==> src/rtl/dcache_ctrl.sv <==
// Non-blocking data-cache controller.
// Hits answer from the cache array one cycle after acceptance. Misses park
// in a small MSHR file until memory returns the line. Stores write through
// to memory and into the array. A halt request drains the outstanding
// misses and then holds halt_done.
module dcache_ctrl #(
   parameter int MSHR_N = 4,
   parameter int LDID_W = 4
) (
   input  logic              clock,
   input  logic              reset,
   // load port
   input  logic              ld_req,
   input  logic [63:0]       ld_addr,
   input  logic [LDID_W-1:0] ld_id,
   output logic              ld_ready,
   output logic              ld_resp_valid,
   output logic [LDID_W-1:0] ld_resp_id,
   output logic [63:0]       ld_resp_data,
   // store port
   input  logic              st_req,
   input  logic [63:0]       st_addr,
   input  logic [63:0]       st_data,
   output logic              st_ready,
   // drain control
   input  logic              halt_req,
   output logic              halt_done,
   // cache array lookup
   output logic [21:0]       rd1_tag,
   output logic [6:0]        rd1_idx,
   input  logic [63:0]       rd1_data,
   input  logic              rd1_valid,
   // cache array fill write
   output logic              wr0_en,
   output logic [21:0]       wr0_tag,
   output logic [6:0]        wr0_idx,
   output logic [63:0]       wr0_data,
   // cache array store write
   output logic              wr1_en,
   output logic [21:0]       wr1_tag,
   output logic [6:0]        wr1_idx,
   output logic [63:0]       wr1_data,
   // memory port
   output logic [1:0]        proc2Dmem_command,
   output logic [63:0]       proc2Dmem_addr,
   output logic [63:0]       proc2Dmem_data,
   input  logic [3:0]        Dmem2proc_response,
   input  logic [3:0]        Dmem2proc_tag,
   input  logic [63:0]       Dmem2proc_data
);

   localparam int          IDX_W    = (MSHR_N > 1) ? $clog2(MSHR_N) : 1;
   localparam logic [63:0] BLK_MASK = ~64'd7;

   localparam logic [1:0] CMD_NONE  = 2'd0;
   localparam logic [1:0] CMD_LOAD  = 2'd1;
   localparam logic [1:0] CMD_STORE = 2'd2;

   typedef enum logic [1:0] {RUN, DRAIN, HALTED} ctrl_state_t;
   typedef enum logic [1:0] {FREE, WAIT_ISSUE, WAIT_DATA} ent_state_t;

   typedef struct packed {
      ent_state_t        st;
      logic [63:0]       addr;     // block-aligned miss address
      logic [LDID_W-1:0] id;
      logic [3:0]        mem_tag;
      logic              nofill;   // a younger store overtook this miss
   } mshr_t;

   ctrl_state_t state, state_next;
   mshr_t       mshr      [MSHR_N];
   mshr_t       mshr_next [MSHR_N];

   logic [63:0]       ld_blk, st_blk;
   logic              any_free, issue_found, fill_hit;
   logic [IDX_W-1:0]  free_idx, issue_idx, fill_idx;
   logic              ld_fire, st_sel, issue_go, all_free_next;
   logic              resp_valid_next;
   logic [LDID_W-1:0] resp_id_next;
   logic [63:0]       resp_data_next;

   assign ld_blk    = ld_addr & BLK_MASK;
   assign st_blk    = st_addr & BLK_MASK;
   assign rd1_tag   = ld_addr[31:10];
   assign rd1_idx   = ld_addr[9:3];
   assign halt_done = (state == HALTED);

   // Scan the registered MSHR file for a free slot, an issue candidate and a fill match.
   always_comb begin
      // NOTE: combinational blocks use blocking '=' and give every output a default first, so no latch is inferred.
      any_free    = 1'b0;
      free_idx    = '0;
      issue_found = 1'b0;
      issue_idx   = '0;
      fill_hit    = 1'b0;
      fill_idx    = '0;
      // Walk downward so the lowest matching index is the one left standing.
      for (int i = MSHR_N - 1; i >= 0; i--) begin
         if (mshr[i].st == FREE) begin
            any_free = 1'b1;
            free_idx = IDX_W'(i);
         end
         if (mshr[i].st == WAIT_ISSUE) begin
            issue_found = 1'b1;
            issue_idx   = IDX_W'(i);
         end
         if (mshr[i].st == WAIT_DATA && Dmem2proc_tag != 4'd0 &&
             mshr[i].mem_tag == Dmem2proc_tag) begin
            fill_hit = 1'b1;
            fill_idx = IDX_W'(i);
         end
      end
   end

   // Handshakes, memory-port arbitration (store before miss issue) and cache writes.
   always_comb begin
      // A returning tag blocks loads so a hit response never collides with a fill response.
      ld_ready          = (state == RUN) && (Dmem2proc_tag == 4'd0) && (rd1_valid || any_free);
      ld_fire           = ld_req && ld_ready;
      st_sel            = (state == RUN) && st_req;
      st_ready          = st_sel && (Dmem2proc_response != 4'd0);
      issue_go          = 1'b0;
      proc2Dmem_command = CMD_NONE;
      proc2Dmem_addr    = '0;
      proc2Dmem_data    = '0;
      if (st_sel) begin
         proc2Dmem_command = CMD_STORE;
         proc2Dmem_addr    = st_blk;
         proc2Dmem_data    = st_data;
      end else if (issue_found) begin
         proc2Dmem_command = CMD_LOAD;
         proc2Dmem_addr    = mshr[issue_idx].addr;
         issue_go          = (Dmem2proc_response != 4'd0);
      end

      wr1_en   = st_ready;
      wr1_tag  = st_ready ? st_addr[31:10] : '0;
      wr1_idx  = st_ready ? st_addr[9:3]   : '0;
      wr1_data = st_ready ? st_data        : '0;

      wr0_en   = fill_hit && !mshr[fill_idx].nofill;
      wr0_tag  = fill_hit ? mshr[fill_idx].addr[31:10] : '0;
      wr0_idx  = fill_hit ? mshr[fill_idx].addr[9:3]   : '0;
      wr0_data = fill_hit ? Dmem2proc_data             : '0;
   end

   // Next MSHR contents, next load response and next controller state.
   always_comb begin
      mshr_next  = mshr;
      state_next = state;

      if (fill_hit)
         mshr_next[fill_idx].st = FREE;

      if (issue_go) begin
         mshr_next[issue_idx].st      = WAIT_DATA;
         mshr_next[issue_idx].mem_tag = Dmem2proc_response;
      end

      // The array now holds newer data than the line in flight, so its fill must not land.
      if (st_ready) begin
         for (int i = 0; i < MSHR_N; i++) begin
            if (mshr[i].st != FREE && mshr[i].addr == st_blk)
               mshr_next[i].nofill = 1'b1;
         end
      end

      if (ld_fire && !rd1_valid)
         mshr_next[free_idx] = '{st: WAIT_ISSUE, addr: ld_blk, id: ld_id,
                                 mem_tag: 4'd0, nofill: 1'b0};

      resp_valid_next = 1'b0;
      resp_id_next    = '0;
      resp_data_next  = '0;
      if (ld_fire && rd1_valid) begin
         resp_valid_next = 1'b1;
         resp_id_next    = ld_id;
         resp_data_next  = rd1_data;
      end else if (fill_hit) begin
         resp_valid_next = 1'b1;
         resp_id_next    = mshr[fill_idx].id;
         resp_data_next  = Dmem2proc_data;
      end

      all_free_next = 1'b1;
      for (int i = 0; i < MSHR_N; i++) begin
         if (mshr_next[i].st != FREE)
            all_free_next = 1'b0;
      end

      case (state)
         RUN:     if (halt_req) state_next = DRAIN;
         DRAIN:   if (all_free_next) state_next = HALTED;
         default: state_next = state;
      endcase
   end

   // State, MSHR file and registered load response.
   always_ff @(posedge clock or negedge reset) begin
      if (!reset) begin
         state <= RUN;
         // NOTE: the MSHR file is reset, unlike a data array, because entry status gates ld_ready straight out of reset.
         for (int i = 0; i < MSHR_N; i++)
            mshr[i] <= '{st: FREE, addr: '0, id: '0, mem_tag: '0, nofill: 1'b0};
         ld_resp_valid <= 1'b0;
         ld_resp_id    <= '0;
         ld_resp_data  <= '0;
      end else begin
         // NOTE: sequential state uses '<=' so every register samples pre-edge values.
         state         <= state_next;
         mshr          <= mshr_next;
         ld_resp_valid <= resp_valid_next;
         ld_resp_id    <= resp_id_next;
         ld_resp_data  <= resp_data_next;
      end
   end

endmodule

==> config.mk <==
export PLATFORM = sky130hd
export DESIGN_NAME = dcache_ctrl
export DESIGN_NICKNAME = d
export VERILOG_FILES = /design/src/rtl/dcache_ctrl.sv
export SDC_FILE = /design/constraint.sdc
export NUM_CORES = 1
export LEC_CHECK = 0
export CORE_AREA = 2 2 297 299
export DETAILED_ROUTE_END_ITERATION = 8
export DIE_AREA = 0 0 299 301
export PLACE_DENSITY_LB_ADDON = 0.3
export SETUP_SLACK_MARGIN = 0.2
export SLEW_MARGIN = 20
export SYNTH_ARGS = -nofsm -noshare
export SYNTH_HDL_FRONTEND = slang
export SYNTH_SLANG_ARGS = --single-unit
==> constraint.sdc <==
create_clock -name clock -period 3.95 [get_ports clock]
set_input_delay 0.395 -clock clock [delete_from_list [all_inputs] [get_ports clock]]
set_output_delay 0.395 -clock clock [all_outputs]
set_load 0.005 [all_outputs]
# ---- Word-level counts from Yosys, hierarchy flattened
# Cells that the tools add are included.
dict set report classes {
  n_lt_le_gt_ge 6
  eq_ne 20
  mux 78
  n_bitwise 3
  reduce_logical 44
}
# cell count
set op_table {}
lappend op_table {{bitwise mux 300 bit} 4}
lappend op_table {{2-to-1 mux 300 bit} 3}
lappend op_table {{demux 75 bit (select 2 bit)} 4}
lappend op_table {{2-to-1 mux 64 bit} 6}
lappend op_table {{binary-select mux 75 bit (select 2 bit)} 2}
lappend op_table {{== test 64 bit} 4}
lappend op_table {{2-to-1 mux 75 bit} 3}
lappend op_table {{2-to-1 mux 73 bit} 2}
lappend op_table {{2-to-1 mux 41 bit} 2}
lappend op_table {{2-to-1 mux 22 bit} 2}
lappend op_table {{2-to-1 mux 2 bit} 15}
lappend op_table {{2-to-1 mux 1 bit} 29}
lappend op_table {{logical AND 1 bit} 23}
lappend op_table {{nonzero test 2 bit} 9}
lappend op_table {{== test 4 bit} 4}
lappend op_table {{2-to-1 mux 7 bit} 2}
lappend op_table {{== test 2 x 1 -> 1 bit, second input constant} 5}
lappend op_table {{== test 2 bit, second input constant} 5}
lappend op_table {{logical NOT 2 bit} 5}
lappend op_table {{>= comparator 3 bit, second input constant} 3}
lappend op_table {{less-than comparator 3 x 1 -> 1 bit, second input constant} 3}
lappend op_table {{NOT 2 -> 3 bit} 3}
lappend op_table {{2-to-1 mux 4 bit} 2}
lappend op_table {{nonzero test 4 bit} 2}
lappend op_table {{7 further kinds} 9}
dict set report totals {
  reg_bits 371
  input_bits 338
}

# ---- Depth between registers and ports, before layout
# Gate-level depths: netlist of the first run.
dict set report logic_depth {
  word_depth 28
  mapped_depth 10
  mapped_depth_nobuf 8
}

# ---- Least setup slack after synthesis of the first run
# OpenSTA, ideal clock, no wires.
dict set report synth_timing {
  kind {in2out}
  from {input Dmem2proc_tag[0]}
  to {output wr0_idx[0]}
  t_arrival_ps 2071
  required_ps 3555
  path_slack_ps 1484
  path_stages 9
  path_buffers 3
  cell_sequence {buf_2 -> xor2_1 -> nor3_1 -> nor4bb_1 -> o22ai_1 -> a21oi_1 -> buf_2 -> buf_4 -> o221a_2}
}
dict set report synth_between {
  elab_chain_len 12
  elab_cells_between_ends 26
  classes_between {eq/ne (4); mux (12); bitwise (1); reduce/logical (9)}
}
# element line
set synth_rtl {}
lappend synth_rtl {{start: declaration} 48} ;# input logic [3:0] Dmem2proc_tag,
lappend synth_rtl {{nonzero test 4 bit} 107} ;# if (mshr[i].st == WAIT_DATA && Dmem2proc_tag != 4'd0 &&
lappend synth_rtl {{logical AND 1 bit (2 in series)} 107}
lappend synth_rtl {{2-to-1 mux 2 bit (4 in series)} 107}
lappend synth_rtl {{NOT 2 -> 3 bit (not written as such)} 143} ;# wr0_idx = fill_hit ? mshr[fill_idx].addr[9:3] : '0;
lappend synth_rtl {{binary-select mux 75 bit (select 2 bit)} 143}
lappend synth_rtl {{2-to-1 mux 41 bit (2 in series)} --}
lappend synth_rtl {{2-to-1 mux 7 bit (*)} 143}
lappend synth_rtl {{end: declaration} 36} ;# output logic [6:0] wr0_idx,
# Every way passes the cells marked *; elsewhere a longest branch is shown, timed or not. The select of a mux whose other input is x is not followed.

# ---- Worst setup path after layout of the first run
dict set report layout_timing {
  from {register mshr[149] in the netlist's numbering}
  to {output proc2Dmem_addr[27]}
}
dict set report layout_between {
  elab_chain_len 10
  elab_cells_between_ends 13
  classes_between {eq/ne (1); mux (11); bitwise (1)}
}
# element line
set layout_rtl {}
lappend layout_rtl {{start: declaration} 71} ;# mshr_t mshr [MSHR_N];
lappend layout_rtl {{start signal: indexed assignment} 204} ;# mshr[i] <= '{st: FREE, addr: '0, id: '0, mem_tag: '0, nofill: 1'b0};
lappend layout_rtl {{start signal: assignment} 211} ;# mshr <= mshr_next;
lappend layout_rtl {{== test 2 x 1 -> 1 bit (*)} 103} ;# if (mshr[i].st == WAIT_ISSUE) begin
lappend layout_rtl {{2-to-1 mux 2 bit (3 in series)} 103}
lappend layout_rtl {{NOT 2 -> 3 bit (not written as such)} 132} ;# proc2Dmem_addr = mshr[issue_idx].addr;
lappend layout_rtl {{binary-select mux 75 bit (select 2 bit)} 132}
lappend layout_rtl {{2-to-1 mux 73 bit (not written as such) (2 in series)} 132}
lappend layout_rtl {{2-to-1 mux 64 bit (*)} 130} ;# end else if (issue_found) begin
lappend layout_rtl {{2-to-1 mux 64 bit (*)} 126} ;# if (st_sel) begin
lappend layout_rtl {{end: declaration} 45} ;# output logic [63:0] proc2Dmem_addr,
# Marks and branches as above.

==> flow_metrics.env, run 1 <==
export IMPL_ys_seq_area_share_pct=42.5
export IMPL_fmax_mhz=267
export IMPL_p_sw_w=0.00385
export IMPL_p_leak_nw=14.2
export IMPL_synth_ff_type="dfrtp_1"
export IMPL_drt_iter0_drc=2806
export IMPL_yosys_area_top_type_share_pct=42.5
export IMPL_timing_rr_end="mshr[0]"
export IMPL_maxUsedRoutingLayer="met5"
export IMPL_hold_start="rd1_data[56]"
export IMPL_finalCritPeriodShare_pct=94.7
export IMPL_synth_edf_count=0
export IMPL_rsz0062_at_grt="yes"
export IMPL_final_core_util_pct=36.9
export IMPL_hold_class="primary input to flip-flop"
export IMPL_clockRootBuffer="clkbuf_16"
export IMPL_start_util_pct=24.5
export IMPL_slew_headroom_pct=32.2
export IMPL_track_usage_pct=27.9
export IMPL_critPathMaxFanout=19
export IMPL_worstSetupEndpointType="output pin"
export IMPL_p_comb_share_pct=28.9
export IMPL_clk_path_buf_depth=3
export IMPL_io_buffers=747
export IMPL_antenna_left=0
export IMPL_yosysWarnings=0
export IMPL_cp_data_required_time_ps=3560
export IMPL_htreeDepth=2
export IMPL_hold_violations=0
export IMPL_peakVddDrop_uv=287
export IMPL_cp_data_arrival_time_ps=3350
export IMPL_avgSynthCellArea_sq_um=8.80
export IMPL_grt_max_degree=131
export IMPL_whs_path_depth=2
export IMPL_netlist_instances=2405
export IMPL_first_pass_iters=9
export IMPL_core_sq_um=86500
export IMPL_synth_top_cells_by_area="dfrtp_1 (42%), nand2_1 (12%), mux2_2 (4.7%), and2_1 (3.9%), xor2_1 (3.9%)"
export IMPL_crit_type="flip-flop to output pin"
export IMPL_synth_seq_cells=359
export IMPL_setup_viol=0
export IMPL_met1_length_um=51600
export IMPL_grt_overflow_total=0
export IMPL_io_pins=757
export IMPL_routed_wl_um=130000
export IMPL_met2RoutedLength_um=59400
export IMPL_clock_sinks=359
export IMPL_worstMarginPinSlew_ps=1020
export IMPL_p_clk_share_pct=35.7
export IMPL_seq_power_share_pct=35.4
export IMPL_cp_start_kind="flip-flop"
export IMPL_fp_dieH_um=301
export IMPL_place_gp_congestion=1.01
export IMPL_grt_pass1_wl_um=178000
export IMPL_dr_wl_met3_um=13100
export IMPL_die_w_um=299
export IMPL_antenna_found_initial=28
export IMPL_nFillCells=8775
export IMPL_rrSetupSlack_ps=1070
export IMPL_power_density_nw_per_um2=373
export IMPL_slew_violations=0
export IMPL_power_total_w=0.0119
export IMPL_hold_slack_ps=388
export IMPL_synth_cell_types=61
export IMPL_power_switching_share_pct=32.4
export IMPL_nets=3412
export IMPL_area_growth_syn_to_layout_pct=50.8
export IMPL_syn_area_sq_um=21200
export IMPL_hpwl_um=101000
export IMPL_maxCapViolations=0
export IMPL_grt_pass1_vias=21700
export IMPL_std_cell_rows=108
export IMPL_r2r_cells=8
export IMPL_synth_async_reset_ratio_pct=100
export IMPL_drc_errors=0
export IMPL_vias=22600
export IMPL_outcome="finished clean"
export IMPL_path_clk_slew_ps=60
export IMPL_clkLatencyLatePin_ps=620
export IMPL_p_int_w=0.00805
export IMPL_final_layout_size_suffix_gt1_share_pct=10.7
export IMPL_cts_buffers=44
export IMPL_wire_per_inst_um=30.5
export IMPL_clock_skew_final_ps=36.9
export IMPL_cts_tree="yes"
export IMPL_synth_largest_area_cell="dfrtp_1"
export IMPL_reg2reg_from="state[0]"
export IMPL_final_min_clock_period_ps=3740
export IMPL_die_area_sq_um=90000
export IMPL_via_per_inst=5.28
export IMPL_whs_endpoint="ld_resp_data[56]"
## state kept, by name, indices dropped and copies added, names as in the netlist
signal,cells
ld_resp_valid,1
ld_resp_id,4
state,2
ld_resp_data,64
mshr,288
## cell usage in the layout (no fill, tap or decap), types with 11 or more instances in the layout
cell and count:
o2bb2ai_1 11, a222oi_1 37, nand2b_1 13, and2_1 132, buf_4 69, clkbuf_16 45, dfrtp_1 358, a22o_1 81
and3_1 71, inv_1 68, xnor2_1 80, clkdlybuf4s50_1 740, nor4_1 37, o21ai_0 68, nor3_1 26, clkbuf_1 11
nor2_1 25, mux2_2 88, nand2_1 663, xor2_1 94, a221o_1 31, nand4_1 31, clkbuf_8 11, o221a_2 30
a311o_1 23, a21oi_1 13, o22ai_1 70, buf_12 23, diode_2 13
## Yosys cell counts (69+ instances only)
cell      count
o22ai_1      75
nand2_1     667
a22o_1       81
o21ai_0      73
clkbuf_1    137
inv_1        69
and2_1      132
mux2_2       88
and3_1       71
dfrtp_1     359
xnor2_1      80
xor2_1       94
## logic make-up (layout without fill, tap and decap cells)
| family | Yosys count | after routing | share of synthesized area (%) |
|---|---|---|---|
| other | 1 | 16 | 0.0177 |
| XOR/XNOR | 174 | 174 | 7.20 |
| buffers and inverters | 290 | 992 | 6.00 |
| AND/OR/NAND/NOR | 1054 | 1054 | 23.1 |
| flip-flops | 359 | 359 | 42.5 |
| AO/OA/AOI/OAI | 430 | 430 | 16.1 |
| multiplexers | 97 | 97 | 5.11 |
## timing repair
action / 4_1_cts / 5_1_grt
buffers inserted: 0 / 5
hold endpoints to repair: 85 / 0
hold buffers: 1 / 0
gates cloned: 1 / 0
gates resized for setup: 19 / 24
pin swaps: 1 / 6
endpoints found under the setup margin: 92 / 139
## area by class of cell
cell class | count | area, sq um | area share [%]
Timing Repair Buffer | 842 | 8540 | 26.8
Clock buffer | 67 | 1320 | 4.13
Antenna cell | 13 | 32.5 | 0.102
Sequential cell | 359 | 8980 | 28.2
Tap cell | 1155 | 1450 | 4.53
Inverter | 69 | 262 | 0.820
Clock inverter | 14 | 159 | 0.498
Multi-Input combinational cell | 1758 | 11200 | 35.0
## layer usage
| metal | GRT usage (%) | vias to the layer above |
|---|---|---|
| met4 | 11.6 | 12 |
| met2 | 44.6 | 1499 |
| met5 | 0 | - |
| met1 | 35.5 | 11100 |
| met3 | 7.53 | 262 |
| li1 | - | 9728 |
## worst max-delay path by stage
stage                     start                  to  cells after the start
5_1_grt               mshr[149]  proc2Dmem_addr[24]                     10
4_1_cts               mshr[299]   proc2Dmem_addr[3]                      8
2_1_floorplan  Dmem2proc_tag[0]          wr0_idx[0]                      9
3_3_place_gp   Dmem2proc_tag[0]          wr0_idx[5]                      8
3_5_place_dp   Dmem2proc_tag[0]          wr0_idx[5]                      8
6_report              mshr[149]  proc2Dmem_addr[27]                     10
## stage by stage
step | cell area (sq um) | setup TNS [ps] | worst slack (ps) | cells
floorplan | 21200 | 0 | 1480 | 2407
global placement | 30100 | -181 | -47.2 | 4176
detailed placement | 30100 | -221 | -55.8 | 4176
CTS | 31700 | 0 | 102 | 4259
global route | 31900 | 0 | 115 | 4269
finish | 31900 | 0 | 207 | 4277
## worst max-delay path, cell delays in order, from the launching register on
cell	delay [ps]
dfrtp_1	500
nor2b_4	250
nor2_4	50
buf_4	150
o21ai_4	170
buf_12	150
buf_12	170
nand2_1	70
a311o_1	330
o21ai_0	270
clkdlybuf4s50_1	640
## power by group through the flow
stage	Combinational (W)	Sequential, W	Clock (W)
floorplan	0.00130	0.00420	0
global placement	0.00333	0.00426	0
detailed placement	0.00334	0.00426	0
CTS	0.00337	0.00420	0.00429
global route	0.00362	0.00424	0.00443
finish	0.00343	0.00422	0.00425
Note: power is estimated with default switching activity, not from simulation.
==> run 2, diff against run 1 <==
CORE_AREA = unset   (was 2 2 297 299)
CORE_ASPECT_RATIO = 0.6   (was unset)
CORE_UTILIZATION = 25   (was unset)
DIE_AREA = unset   (was 0 0 299 301)
==> run 2 against run 1 <==
Compared with the run above: first-iteration DRC count grew 15%; register-to-register slack improved by 90 ps; clock skew is 1.2 ps lower; critical path depth is 2 lower; design area up 0.33%; hold slack improved by 14 ps; die area decreased by 4.6%; critical path type unchanged.
==> flow_metrics.env, run 2 (synthesis gave the netlist of run 1 again) <==
export IMPL_outcome="finished clean"
export IMPL_grt_use_met2_pct=42.5
export IMPL_wire_per_inst_um=32.7
export IMPL_p_leak_nw=14.2
export IMPL_grt_pass1_wl_um=182000
export IMPL_final_min_clock_period_ps=3730
export IMPL_hold_violations=0
export IMPL_first_pass_iters=6
export IMPL_path_clk_slew_ps=70
export IMPL_drc_errors=0
export IMPL_largest_reg_flops=288
export IMPL_antenna_found_initial=21
export IMPL_place_area_sq_um=30300
export IMPL_peakVddDrop_uv=300
export IMPL_nets=3425
export IMPL_clk_path_buf_depth=3
export IMPL_grt_busiest_layer="met1"
export IMPL_antenna_left=0
export IMPL_max_stage_delay_ps=650
export IMPL_placedCellCount=4172
export IMPL_htreeDepth=2
export IMPL_grt_pass1_vias=20600
export IMPL_core_sq_um=83600
export IMPL_drt_iter0_drc=3215
export IMPL_critical_path_top_delay_family="buffers and inverters"
export IMPL_hold_slack_ps=403
export IMPL_reg2reg_from="mshr[299]"
export IMPL_gr_usage_met1_pct=43.8
export IMPL_setup_tns_ps=0
export IMPL_die_area_sq_um=85800
export IMPL_clock_sinks=359
export IMPL_layout_commonest_cell="clkdlybuf4s50_1"
export IMPL_std_cell_rows=82
export IMPL_worstSetupEndpointType="output pin"
export IMPL_fin_cells=4258
export IMPL_fp_dieH_um=227
export IMPL_start_util_pct=25.3
export IMPL_crit_type="flip-flop to output pin"
export IMPL_io_pins=757
export IMPL_crit_start="mshr[299]"
export IMPL_cts_buffers=41
export IMPL_cp_slowest_cell="clkdlybuf4s50_1"
export IMPL_finalCritPeriodShare_pct=94.3
export IMPL_fmax_mhz=268
export IMPL_cp_start_kind="flip-flop"
export IMPL_power_total_w=0.0121
export IMPL_via_per_inst=5.37
export IMPL_stdcell_area_sq_um=32000
export IMPL_maxCapViolations=0
export IMPL_cp_data_required_time_ps=3560
export IMPL_final_layout_size_suffix_gt1_share_pct=11.2
export IMPL_hold_class="primary input to flip-flop"
export IMPL_hold_start="rd1_data[40]"
export IMPL_slew_headroom_pct=29.2
export IMPL_grt_overflow_total=0
export IMPL_reg_largest_list="mshr (288), ld_resp_data (64), ld_resp_id (4)"
export IMPL_critPathBufInv=2
export IMPL_hpwl_um=110000
export IMPL_crit_path_cell_trace="nor2b_4 > nor2_1 > nand2_2 > buf_12 > o22ai_1 > a311o_1 > o21ai_0 > clkdlybuf4s50_1"
export IMPL_clock_skew_final_ps=35.6
export IMPL_slew_violations=0
export IMPL_clockRootBuffer="clkbuf_16"
export IMPL_cp_data_arrival_time_ps=3330
export IMPL_place_gp_congestion=1.05
export IMPL_worstMarginPinSlew_ps=1060
export IMPL_track_usage_pct=31.0
export IMPL_critPathMaxFanout=22
export IMPL_cts_tree="yes"
export IMPL_final_cell_mix="clkdlybuf4s50_1 (738), nand2_1 (662), dfrtp_1 (358)"
export IMPL_top_register="mshr"
export IMPL_die_w_um=378
export IMPL_rsz0062_at_grt="yes"
export IMPL_grt_util_met3_pct=13.3
export IMPL_io_buffers=747
export IMPL_power_density_nw_per_um2=378
export IMPL_area_growth_syn_to_layout_pct=51.3
export IMPL_clkLatencyLatePin_ps=610
export IMPL_vias=22900
export IMPL_grt_max_degree=100
export IMPL_routed_wl_um=139000
export IMPL_setup_viol=0
-- run 2: changes by cell type in the layout (fill, tap and decap cells not counted), moves of 5 or more --
cell           change
buf_12             +5
buf_4              +9
dlygate4sd2_1      +6
diode_2            -9
clkbuf_1           -6
-- run 2: where the power goes --
part	leakage, nW	internal (W)	total (W)	switching, W
clock network	0.717	0.00245	0.00424	0.00179
logic	8.69	0.00170	0.00365	0.00195
registers	4.84	0.00396	0.00422	0.000263
total	14.2	0.00811	0.0121	0.00400
-- run 2: area by class of cell --
cell class | instances | area, sq um
fillers | 8431 | 51600
repair buffers | 858 | 8730
clock buffers | 56 | 1180
clock inverters | 20 | 273
flip-flops and latches | 359 | 8980
multi-input cells | 1758 | 11100
well taps | 1134 | 1420
diodes | 4 | 10.0
inverters | 69 | 267
-- run 2: timing repair --
item                       4_1_cts  5_1_grt
gates resized for setup         25       16
hold endpoints to repair        90        0
buffers inserted                 0        3
hold buffers                     1        0
setup endpoints to repair       63       97
pin swaps                        2        0
gates cloned                     1        1
-- run 2: path summary, 6_finish.rpt --
kind	to	slack, ps	depth (start not counted)
worst min register to register	mshr[80]	470	2
worst max-delay path	proc2Dmem_addr[15]	220	8
worst min-delay path	ld_resp_data[40]	400	2
min in group asynchronous	ld_resp_data[33]	430	2
max in group asynchronous	mshr[98]	2560	3
worst max register to register	ld_resp_data[47]	1160	9
-- run 2: through the flow --
stage          setup WS, ps  util [%]
3_5_place_dp            201      36.2
3_3_place_gp            265      36.2
4_1_cts                 142      38.1
2_1_floorplan          1480         -
5_1_grt                 194      38.3
6_report                224      38.3
-- run 2: layer usage --
metal / wire length (um) / part of all wire (%) / vias to the layer above
li1: - / - / 9738
met5: 149 / 0.11 / -
met4: 3790 / 2.7 / 22
met1: 58600 / 42 / 11300
met2: 56800 / 41 / 1586
met3: 20100 / 14 / 173
